==> config.mk <==
export PLATFORM = sky130hd
export DESIGN_NAME = mul_div_unit_flat
export DESIGN_NICKNAME = d
export VERILOG_FILES = /design/src/rtl/mdu_pkg.sv /design/src/rtl/mul_div_unit_if.sv /design/src/rtl/cond_negate.sv /design/src/rtl/mul_div_unit.sv /design/src/flat_wrapper.sv
export SDC_FILE = /design/constraint.sdc
export NUM_CORES = 1
export LEC_CHECK = 0
export ABC_AREA = 1
export CAP_MARGIN = 20
export CORE_UTILIZATION = 45
export DETAILED_ROUTE_END_ITERATION = 6
export PLACE_DENSITY = 0.65
export SYNTH_ARGS = -nofsm -noshare
export SYNTH_HDL_FRONTEND = slang
export SYNTH_SLANG_ARGS = --single-unit
==> constraint.sdc <==
create_clock -name clk -period 6.7 [get_ports clk]
set_input_delay 1.34 -clock clk [delete_from_list [all_inputs] [get_ports clk]]
set_output_delay 1.34 -clock clk [all_outputs]
set_load 0.05 [all_outputs]
==> src/rtl/mdu_pkg.sv <==
// Shared definitions for the multiply/divide unit: op encoding, FSM states, op decode.
package mdu_pkg;

    localparam logic [1:0] OP_MULTU = 2'b00;
    localparam logic [1:0] OP_MULT  = 2'b01;
    localparam logic [1:0] OP_DIVU  = 2'b10;
    localparam logic [1:0] OP_DIV   = 2'b11;

    typedef logic [1:0] op_t;

    typedef enum logic [1:0] {
        IDLE,
        CALC,
        FIX
    } state_e;

    typedef struct packed {
        logic is_div;
        logic is_signed;
    } op_dec_t;

    // Split an op code into its divide/signed attributes.
    function automatic op_dec_t op_decode(input op_t op);
        op_dec_t d;
        d = '0;
        case (op)
            OP_MULTU: begin d.is_div = 1'b0; d.is_signed = 1'b0; end
            OP_MULT:  begin d.is_div = 1'b0; d.is_signed = 1'b1; end
            OP_DIVU:  begin d.is_div = 1'b1; d.is_signed = 1'b0; end
            OP_DIV:   begin d.is_div = 1'b1; d.is_signed = 1'b1; end
            default:  d = '0;
        endcase
        return d;
    endfunction

endpackage

==> src/rtl/mul_div_unit_if.sv <==
// Request/response and HI/LO access bundle between the execute stage and the unit.
interface mul_div_unit_if
    import mdu_pkg::*;
#(
    parameter int unsigned WIDTH = 32
);

    logic             i_start;
    op_t              i_op;
    logic [WIDTH-1:0] i_a;
    logic [WIDTH-1:0] i_b;
    logic             i_cancel;
    logic             i_hi_we;
    logic             i_lo_we;
    logic [WIDTH-1:0] i_hi_wd;
    logic [WIDTH-1:0] i_lo_wd;
    logic             o_busy;
    logic             o_done;
    logic             o_divzero;
    logic [WIDTH-1:0] o_hi;
    logic [WIDTH-1:0] o_lo;

    modport master (
        output i_start, i_op, i_a, i_b, i_cancel, i_hi_we, i_lo_we, i_hi_wd, i_lo_wd,
        input  o_busy, o_done, o_divzero, o_hi, o_lo
    );

    modport slave (
        input  i_start, i_op, i_a, i_b, i_cancel, i_hi_we, i_lo_we, i_hi_wd, i_lo_wd,
        output o_busy, o_done, o_divzero, o_hi, o_lo
    );

endinterface

==> src/rtl/cond_negate.sv <==
// Conditional two's-complement negate of a WIDTH-bit value.
module cond_negate #(
    parameter int unsigned WIDTH = 32
) (
    input  logic [WIDTH-1:0] i_val,
    input  logic             i_neg,
    output logic [WIDTH-1:0] o_val
);

    localparam logic [WIDTH-1:0] One = {{(WIDTH-1){1'b0}}, 1'b1};

    // Negate when requested, pass through otherwise.
    always_comb begin
        o_val = i_neg ? (~i_val + One) : i_val;
    end

endmodule

==> src/rtl/mul_div_unit.sv <==
// Multi-cycle multiply/divide unit with HI/LO registers; one iteration per cycle.
module mul_div_unit
    import mdu_pkg::*;
#(
    parameter int unsigned WIDTH = 32,
    parameter int unsigned CW    = $clog2(WIDTH + 1)
) (
    input logic           clk,
    input logic           reset,
    mul_div_unit_if.slave mdu
);

    state_e             r_state;
    logic               r_is_div;
    logic               r_sa;
    logic               r_sb;
    logic               r_dz;
    logic [WIDTH-1:0]   r_ma;
    logic [WIDTH-1:0]   r_mb;
    logic [CW-1:0]      r_cnt;
    logic [2*WIDTH-1:0] r_acc;
    logic [WIDTH-1:0]   r_hi;
    logic [WIDTH-1:0]   r_lo;
    logic               r_done;
    logic               r_divzero;

    op_dec_t            w_dec;
    logic               w_sa;
    logic               w_sb;
    logic [WIDTH-1:0]   w_abs_a;
    logic [WIDTH-1:0]   w_abs_b;
    logic [2*WIDTH-1:0] w_mul_add;
    logic [2*WIDTH-1:0] w_mul_next;
    logic [WIDTH:0]     w_rem_sh;
    logic               w_div_ge;
    logic [WIDTH-1:0]   w_rem_sub;
    logic [2*WIDTH-1:0] w_div_next;
    logic [2*WIDTH-1:0] w_prod_fix;
    logic [WIDTH-1:0]   w_quot_fix;
    logic [WIDTH-1:0]   w_rem_fix;

    // Decode the incoming request and derive operand signs.
    always_comb begin
        w_dec = op_decode(mdu.i_op);
        w_sa  = w_dec.is_signed & mdu.i_a[WIDTH-1];
        w_sb  = w_dec.is_signed & mdu.i_b[WIDTH-1];
    end

    cond_negate #(.WIDTH(WIDTH)) u_abs_a (
        .i_val (mdu.i_a),
        .i_neg (w_sa),
        .o_val (w_abs_a)
    );

    cond_negate #(.WIDTH(WIDTH)) u_abs_b (
        .i_val (mdu.i_b),
        .i_neg (w_sb),
        .o_val (w_abs_b)
    );

    // One iteration of each algorithm. Multiply consumes the multiplier MSB-first;
    // divide shifts the next dividend bit into the partial remainder.
    always_comb begin
        w_mul_add  = r_mb[WIDTH-1] ? {{WIDTH{1'b0}}, r_ma} : '0;
        w_mul_next = {r_acc[2*WIDTH-2:0], 1'b0} + w_mul_add;

        // Shifted remainder needs one extra bit before the trial subtract.
        w_rem_sh   = {r_acc[2*WIDTH-1:WIDTH], r_ma[WIDTH-1]};
        w_div_ge   = (w_rem_sh >= {1'b0, r_mb});
        // Only used when the trial succeeds, so the result always fits WIDTH bits.
        w_rem_sub  = w_rem_sh[WIDTH-1:0] - r_mb;
        w_div_next = {(w_div_ge ? w_rem_sub : w_rem_sh[WIDTH-1:0]),
                      r_acc[WIDTH-2:0], w_div_ge};
    end

    cond_negate #(.WIDTH(2 * WIDTH)) u_fix_prod (
        .i_val (r_acc),
        .i_neg (r_sa ^ r_sb),
        .o_val (w_prod_fix)
    );

    cond_negate #(.WIDTH(WIDTH)) u_fix_quot (
        .i_val (r_acc[WIDTH-1:0]),
        .i_neg (r_sa ^ r_sb),
        .o_val (w_quot_fix)
    );

    // Remainder takes the sign of the dividend.
    cond_negate #(.WIDTH(WIDTH)) u_fix_rem (
        .i_val (r_acc[2*WIDTH-1:WIDTH]),
        .i_neg (r_sa),
        .o_val (w_rem_fix)
    );

    // Control FSM plus datapath registers; done/divzero are single-cycle pulses.
    always_ff @(posedge clk or negedge reset) begin
        if (!reset) begin
            r_state   <= IDLE;
            r_is_div  <= 1'b0;
            r_sa      <= 1'b0;
            r_sb      <= 1'b0;
            r_dz      <= 1'b0;
            r_ma      <= '0;
            r_mb      <= '0;
            r_cnt     <= '0;
            r_acc     <= '0;
            r_hi      <= '0;
            r_lo      <= '0;
            r_done    <= 1'b0;
            r_divzero <= 1'b0;
        end else begin
            r_done    <= 1'b0;
            r_divzero <= 1'b0;
            case (r_state)
                IDLE: begin
                    if (mdu.i_hi_we) r_hi <= mdu.i_hi_wd;
                    if (mdu.i_lo_we) r_lo <= mdu.i_lo_wd;
                    if (mdu.i_start) begin
                        r_state  <= CALC;
                        r_is_div <= w_dec.is_div;
                        r_sa     <= w_sa;
                        r_sb     <= w_sb;
                        r_ma     <= w_abs_a;
                        r_mb     <= w_abs_b;
                        r_dz     <= w_dec.is_div && (mdu.i_b == '0);
                        r_cnt    <= '0;
                        r_acc    <= '0;
                    end
                end
                CALC: begin
                    if (mdu.i_cancel) begin
                        r_state <= IDLE;
                    end else begin
                        if (r_is_div) begin
                            r_acc <= w_div_next;
                            r_ma  <= r_ma << 1;
                        end else begin
                            r_acc <= w_mul_next;
                            r_mb  <= r_mb << 1;
                        end
                        r_cnt <= r_cnt + CW'(1);
                        if (r_cnt == CW'(WIDTH - 1)) r_state <= FIX;
                    end
                end
                FIX: begin
                    r_state <= IDLE;
                    if (!mdu.i_cancel) begin
                        if (r_is_div) begin
                            // A zero divisor leaves HI = dividend via the remainder path.
                            r_lo <= r_dz ? {WIDTH{1'b1}} : w_quot_fix;
                            r_hi <= w_rem_fix;
                        end else begin
                            r_lo <= w_prod_fix[WIDTH-1:0];
                            r_hi <= w_prod_fix[2*WIDTH-1:WIDTH];
                        end
                        r_done    <= 1'b1;
                        r_divzero <= r_dz;
                    end
                end
                default: r_state <= IDLE;
            endcase
        end
    end

    // Status and architectural registers straight from flops.
    always_comb begin
        mdu.o_busy    = (r_state != IDLE);
        mdu.o_done    = r_done;
        mdu.o_divzero = r_divzero;
        mdu.o_hi      = r_hi;
        mdu.o_lo      = r_lo;
    end

endmodule

==> src/flat_wrapper.sv <==
// flat-port wrapper written by rule: the top's interface ports become plain ports
module mul_div_unit_flat import mdu_pkg::*;
#(
    parameter int unsigned WIDTH = 32,
    parameter int unsigned CW    = $clog2(WIDTH + 1)
)
  (clk, reset, mdu_i_start, mdu_i_op, mdu_i_a, mdu_i_b, mdu_i_cancel, mdu_i_hi_we, mdu_i_lo_we, mdu_i_hi_wd, mdu_i_lo_wd, mdu_o_busy, mdu_o_done, mdu_o_divzero, mdu_o_hi, mdu_o_lo);
  mul_div_unit_if #(.WIDTH(WIDTH)) mdu_i ();
  input logic clk;
  input logic reset;
  input wire logic [$bits(mdu_i.i_start)-1:0] mdu_i_start;
  input wire logic [$bits(mdu_i.i_op)-1:0] mdu_i_op;
  input wire logic [$bits(mdu_i.i_a)-1:0] mdu_i_a;
  input wire logic [$bits(mdu_i.i_b)-1:0] mdu_i_b;
  input wire logic [$bits(mdu_i.i_cancel)-1:0] mdu_i_cancel;
  input wire logic [$bits(mdu_i.i_hi_we)-1:0] mdu_i_hi_we;
  input wire logic [$bits(mdu_i.i_lo_we)-1:0] mdu_i_lo_we;
  input wire logic [$bits(mdu_i.i_hi_wd)-1:0] mdu_i_hi_wd;
  input wire logic [$bits(mdu_i.i_lo_wd)-1:0] mdu_i_lo_wd;
  output wire logic [$bits(mdu_i.o_busy)-1:0] mdu_o_busy;
  output wire logic [$bits(mdu_i.o_done)-1:0] mdu_o_done;
  output wire logic [$bits(mdu_i.o_divzero)-1:0] mdu_o_divzero;
  output wire logic [$bits(mdu_i.o_hi)-1:0] mdu_o_hi;
  output wire logic [$bits(mdu_i.o_lo)-1:0] mdu_o_lo;
  assign mdu_i.i_start = mdu_i_start;
  assign mdu_i.i_op = mdu_i_op;
  assign mdu_i.i_a = mdu_i_a;
  assign mdu_i.i_b = mdu_i_b;
  assign mdu_i.i_cancel = mdu_i_cancel;
  assign mdu_i.i_hi_we = mdu_i_hi_we;
  assign mdu_i.i_lo_we = mdu_i_lo_we;
  assign mdu_i.i_hi_wd = mdu_i_hi_wd;
  assign mdu_i.i_lo_wd = mdu_i_lo_wd;
  assign mdu_o_busy = mdu_i.o_busy;
  assign mdu_o_done = mdu_i.o_done;
  assign mdu_o_divzero = mdu_i.o_divzero;
  assign mdu_o_hi = mdu_i.o_hi;
  assign mdu_o_lo = mdu_i.o_lo;
  mul_div_unit #(.WIDTH(WIDTH), .CW(CW)) u_core (.clk(clk), .reset(reset), .mdu(mdu_i));
endmodule
### Yosys cells after proc, flatten, opt, wreduce, memory -nomap -nowiden

Cells that the tools add are included.

* register bits after elaboration: 206
* bits of input ports: 136
* output and inout bits: 67
* word-level logic and storage cells: 98

* $add $sub $neg: 8
* order comparisons: 1
* equal/unequal tests: 14
* muxes and demuxes: 40
* bitwise operators: 8
* reduce and logical (&&, ||, !) cells: 14

Operator list (count)
* $mux W32: 19
* $mux W64: 4
* $pmux W32 S2: 4
* $add A32 B1 Y32 const B: 4
* $not A32 Y32: 4
* $pmux W64 S2: 1
* $add A64 B1 Y64 const B: 1
* $add A64 B64 Y64: 1
* $not A64 Y64: 1
* $ge A33 B32 Y1: 1
* $logic_not A32 Y1: 1
* $sub A32 B32 Y32: 1
* $mux W6: 2
* $ne A2 B2 Y1 const B: 6
* $pmux W6 S2: 1
* $reduce_and A3 Y1: 3
* $pmux W2 S4: 1
* $reduce_and A4 Y1: 2
* $add A6 B1 Y6 const B: 1
* $eq A2 B2 Y1 const B: 3
* $eq A6 B5 Y1 const B: 1
* $mux W2: 3
* $reduce_bool A2 Y1: 3
* $eq A2 B1 Y1 const B: 2
* 9 further kinds: 15

### Longest topological paths before layout

* depth in word-level cells: 7
* gate-level depth with buffers: 20

### Cells and area by module

From an unflattened synthesis, not the netlist that was laid out.

* cells, all modules: 4151
* area total of the unflattened synthesis: 24100.6 um^2

Modules (own cells, without submodules)
* mul_div_unit: instances 1, cells each 2745, area an instance 17200.2 um^2, seq. area each 5154.9 um^2
* cond_negate (u_core.u_abs_a ...): instances 4, cells each 227, area an instance 1108.6 um^2, seq. area each 0.0 um^2
* cond_negate (u_core.u_fix_prod): instances 1, cells each 498, area an instance 2466.1 um^2, seq. area each 0.0 um^2

### Least setup slack after synthesis

No wires, ideal clock.

* path type: in2reg
* start: input port mdu_i_a[0]
* end: register u_core.r_ma[24]
* setup time: 0.123 ns
* arrival time: 2.665 ns
* data required time: 6.577 ns
* slack: 3.912 ns
* cell stages on the path: 13
* buffers on the path: 0
* path through: inv_1 > ha_1 > nand2_1 > nor2_1 > nand2_1 > nor3_2 > nand2_1 > o21ai_1 > nand2_1 > nand2_1 > nand2_1 > o21ai_0 > nand2_1

* word-level cells in the longest chain between the ends: 5

RTL lines
* start, declared: RTL line flat_wrapper.sv:13 `input wire logic [$bits(mdu_i.i_a)-1:0] mdu_i_a;`
* $not A32 Y32: RTL line cond_negate.sv:14 `o_val = i_neg ? (~i_val + One) : i_val;`
* $add A32 B1 Y32: RTL line cond_negate.sv:14
* $mux W32: RTL line cond_negate.sv:14
* $mux W32: RTL line mul_div_unit.sv:118 `if (mdu.i_start) begin`
* $pmux W32 S2: RTL line mul_div_unit.sv:114 `case (r_state)`
* end signal, assigned: RTL line mul_div_unit.sv:123 `r_ma <= w_abs_a;`
* end signal, assigned: RTL line mul_div_unit.sv:136 `r_ma <= r_ma << 1;`
* end, declared: RTL line mul_div_unit.sv:18 `logic [WIDTH-1:0] r_ma;`

Every way passes these cells. The select of a mux whose other input is x is not followed.
A chain may end at the register's enable or synchronous reset.

### Worst setup path after layout

* start: register u_core.r_state[0]
* end: output port mdu_o_busy

* word-level cells in the longest chain between the ends: 1

RTL lines
* start, declared: RTL line mul_div_unit.sv:13 `state_e r_state;`
* start signal, assigned: RTL line mul_div_unit.sv:98 `r_state <= IDLE;`
* start signal, assigned: RTL line mul_div_unit.sv:119 `r_state <= CALC;`
* start signal, assigned: RTL line mul_div_unit.sv:132 `r_state <= IDLE;`
* $reduce_bool A2 Y1: RTL line mul_div_unit.sv:167 `mdu.o_busy = (r_state != IDLE);`
* end, declared: RTL line flat_wrapper.sv:20 `output wire logic [$bits(mdu_i.o_busy)-1:0] mdu_o_busy;`

Every way passes these cells.

==> impl_metrics.yaml <==
outcome:
  status: "finished clean"
global_routing:
  grt_pass1_vias: 21411
  grt.total_usage: 0.3145
  grt_pass1_wl_um: 118300
  antenna_found_initial: 0
  grt_max_degree: 116
  grt_overflow: 0
cts:
  cts-resized-gates: 0
  cts_num_sinks: 206
  cts_buffers: 26
  clkTransAtPathRegs_ns: 0.06
  insertion_delay_ns: 0.57
  htreeDepth: 1
  cts_hold_buf: 0
  cts_tree: "built"
  post-cts-setup-buffer-count: 0
  clock_path_buffers: 3
  cts_root_buffer: "clkbuf_16"
yosys:
  synth_edf_count: 0
  ys.flop_type: "dfrtp_1"
  synth_nets: 3855
  ys_top_cells_by_count: "nand2_1, inv_1, nor2_1"
  yosysUniqueCellTypes: 58
  synth_area_leaders: "dfrtp_1, nand2_1, inv_1"
  synth_cells: 3648
  netlist_area_um2: 21040
  synth_seq_cells: 206
  yosysMostFrequentCell: "nand2_1"
  ys_seq_area_frac: 0.2450
  synthArstFlopShare: 1.000
  avgSynthCellArea_um2: 5.767
  ys_warn_count: 0
  yosysTopAreaCell: "dfrtp_1"
  synth_top_area_frac: 0.2450
worst_setup_path:
  arrival_ns: 2.88
  slowest_delay_ns: 0.77
  required_ns: 5.36
  startpoint_type: "register"
  crit_type: "reg -> out"
  critPathCaptureType: "output port"
  worstPathMaxFanout: 30
  path_cells: "buf_4 -> nor2_1 -> inv_1 -> clkdlybuf4s50_1"
  crit_slowest_cell: "clkdlybuf4s50_1"
die:
  dieArea_um2: 47620
  ios: 203
  design.core.area_um2: 45770
  die_x_um: 218.2
  row_count: 78
  die_height_um: 218.2
  start_util: 0.4597
placement:
  place_hpwl_um: 58480
  port_buffers: 202
  gp_congestion: 1.006
drt:
  drt_wl_total_um: 74890
  drc: 0
  antenna_left: 0
  drt-pass1-iter-count: 6
  wl_met1_um: 34670
  wl_met2_um: 31800
  vias_per_cell: 5.334
  num_vias: 23381
  drt_iter0_drc: 2277
  top_layer: "met4"
  avgRoutedWirePerCell_um: 17.09
  wl_met3_um: 5806
timing:
  worstMarginPinSlew_ns: 1.001
  slew_viol_final: 0
  fin_crit_sh: 0.6303
  fin_setup_tns_ns: 0
  slew_headroom: 0.3330
  fmax_mhz: 236.8
  rsz0062_at_grt: "false"
  hold_violations: 0
  min_period_ns: 4.223
  skew_ns: 0.01942
  setup_violations: 0
min_path:
  hold_path.class: "reg -> reg"
pwr:
  p_leak_nw: 12.44
  power_density_nw_per_um2: 412.8
  ir_worst_vdd_mv: 0.2412
job:
  drv_cap: 0
layout:
  antennaDiodeCount: 0
  drive_gt1_frac: 0.03859
  fin_nets: 3970
  post-route-util: 0.5312
  area.growth.synth_to_final_pct: 15.56
-- logic make-up after synthesis --
group,Yosys count,share of synthesized area
xor+xnor,74,0.03081
simple gates,2176,0.4353
compound gates,466,0.1233
flops,206,0.2450
fa+ha+maj,71,0.04294
buf+inv,655,0.1226
-- path summary, 6_finish.rpt --
kind	from	end	slack (ns)	depth (start not counted)
worst min register to register	u_core.mdu.o_hi[3]	u_core.mdu.o_hi[3]	0.48	2
worst max-delay path	u_core.r_state[0]	mdu_o_busy	2.48	4
worst max register to register	u_core.r_state[1]	u_core.r_cnt[5]	2.83	10
max in group asynchronous	reset	u_core.r_mb[29]	4.73	2
worst min-delay path	u_core.mdu.o_hi[3]	u_core.mdu.o_hi[3]	0.48	2
min in group asynchronous	reset	u_core.mdu.o_lo[11]	0.79	1
-- layer usage --
metal,up-vias,track usage
met3,134,0.03730
met2,918,0.4857
li1,11841,-
met4,0,0.1119
met5,-,0
met1,10488,0.4488
-- critical path, delay by kind of cell (launching register included) --
family	cells	cell delay [ns]
buf+inv	3	1.27
flops	1	0.38
simple gates	1	0.66
-- placed cells by master (no fill, tap or decap), types with 4 or more instances in the layout --
cell	count
a21oi_1	155
a2bb2oi_1	4
a31oi_1	23
and2_1	5
buf_4	12
bufinv_16	6
clkbuf_1	4
clkbuf_16	26
clkbuf_8	5
clkdlybuf4s50_1	201
clkinv_1	4
dfrtp_1	206
ha_1	69
inv_1	502
inv_2	21
nand2_1	1261
nand2_2	11
nand3_1	340
nand3_2	11
nand3b_1	10
nand4_1	52
nor2_1	394
nor2_2	10
nor2_4	7
nor3_1	40
nor4_1	11
o211ai_1	18
o21a_1	5
o21ai_0	156
o21ai_1	56
o21ai_2	5
o21bai_1	5
o221ai_1	22
or2_2	9
xnor2_1	7
xor2_1	67
-- layout make-up --
class,count,area [µm²]
clock buffer,34,720.7
clock inverter,14,247.7
fill,4899,21460
inverter,527,1978
multi-input combinational,2787,13320
sequential,206,5155
tap,600,750.7
timing repair buffer,215,2136
-- power breakdown --
part	switching, mW	internal [mW]	leakage, nW
logic	4.18	1.93	9.41
registers	0.670	1.64	2.57
clock network	0.613	0.992	0.466
total	5.47	4.57	12.4
-- flip-flops by register name (all words and copies together) (netlist names) --
register and flops:
u_core.r_dz 1, u_core.mdu.o_done 1, u_core.r_state 2, u_core.mdu.o_lo 32
u_core.r_cnt 6, u_core.r_mb 32, u_core.mdu.o_divzero 1, u_core.r_sa 1
u_core.r_acc 64, u_core.r_ma 32, u_core.r_is_div 1, u_core.mdu.o_hi 32
u_core.r_sb 1
-- metrics by stage --
stage / cells / power (mW) / hold slack (ns) / area [µm²] / setup WS (ns)
4_1_cts: 4383 / 9.929 / 0.4803 / 24310 / 2.496
3_3_place_gp: 4335 / 8.275 / 0.4615 / 23340 / 2.131
3_5_place_dp: 4335 / 8.294 / 0.4639 / 23340 / 2.066
6_report: 4383 / 10.04 / 0.4752 / 24310 / 2.477
2_1_floorplan: 3648 / 6.542 / 0.4488 / 21040 / 3.912
5_1_grt: 4383 / 10.86 / 0.4895 / 24310 / 2.293
No activity file was read; power rests on OpenSTA's default activity.
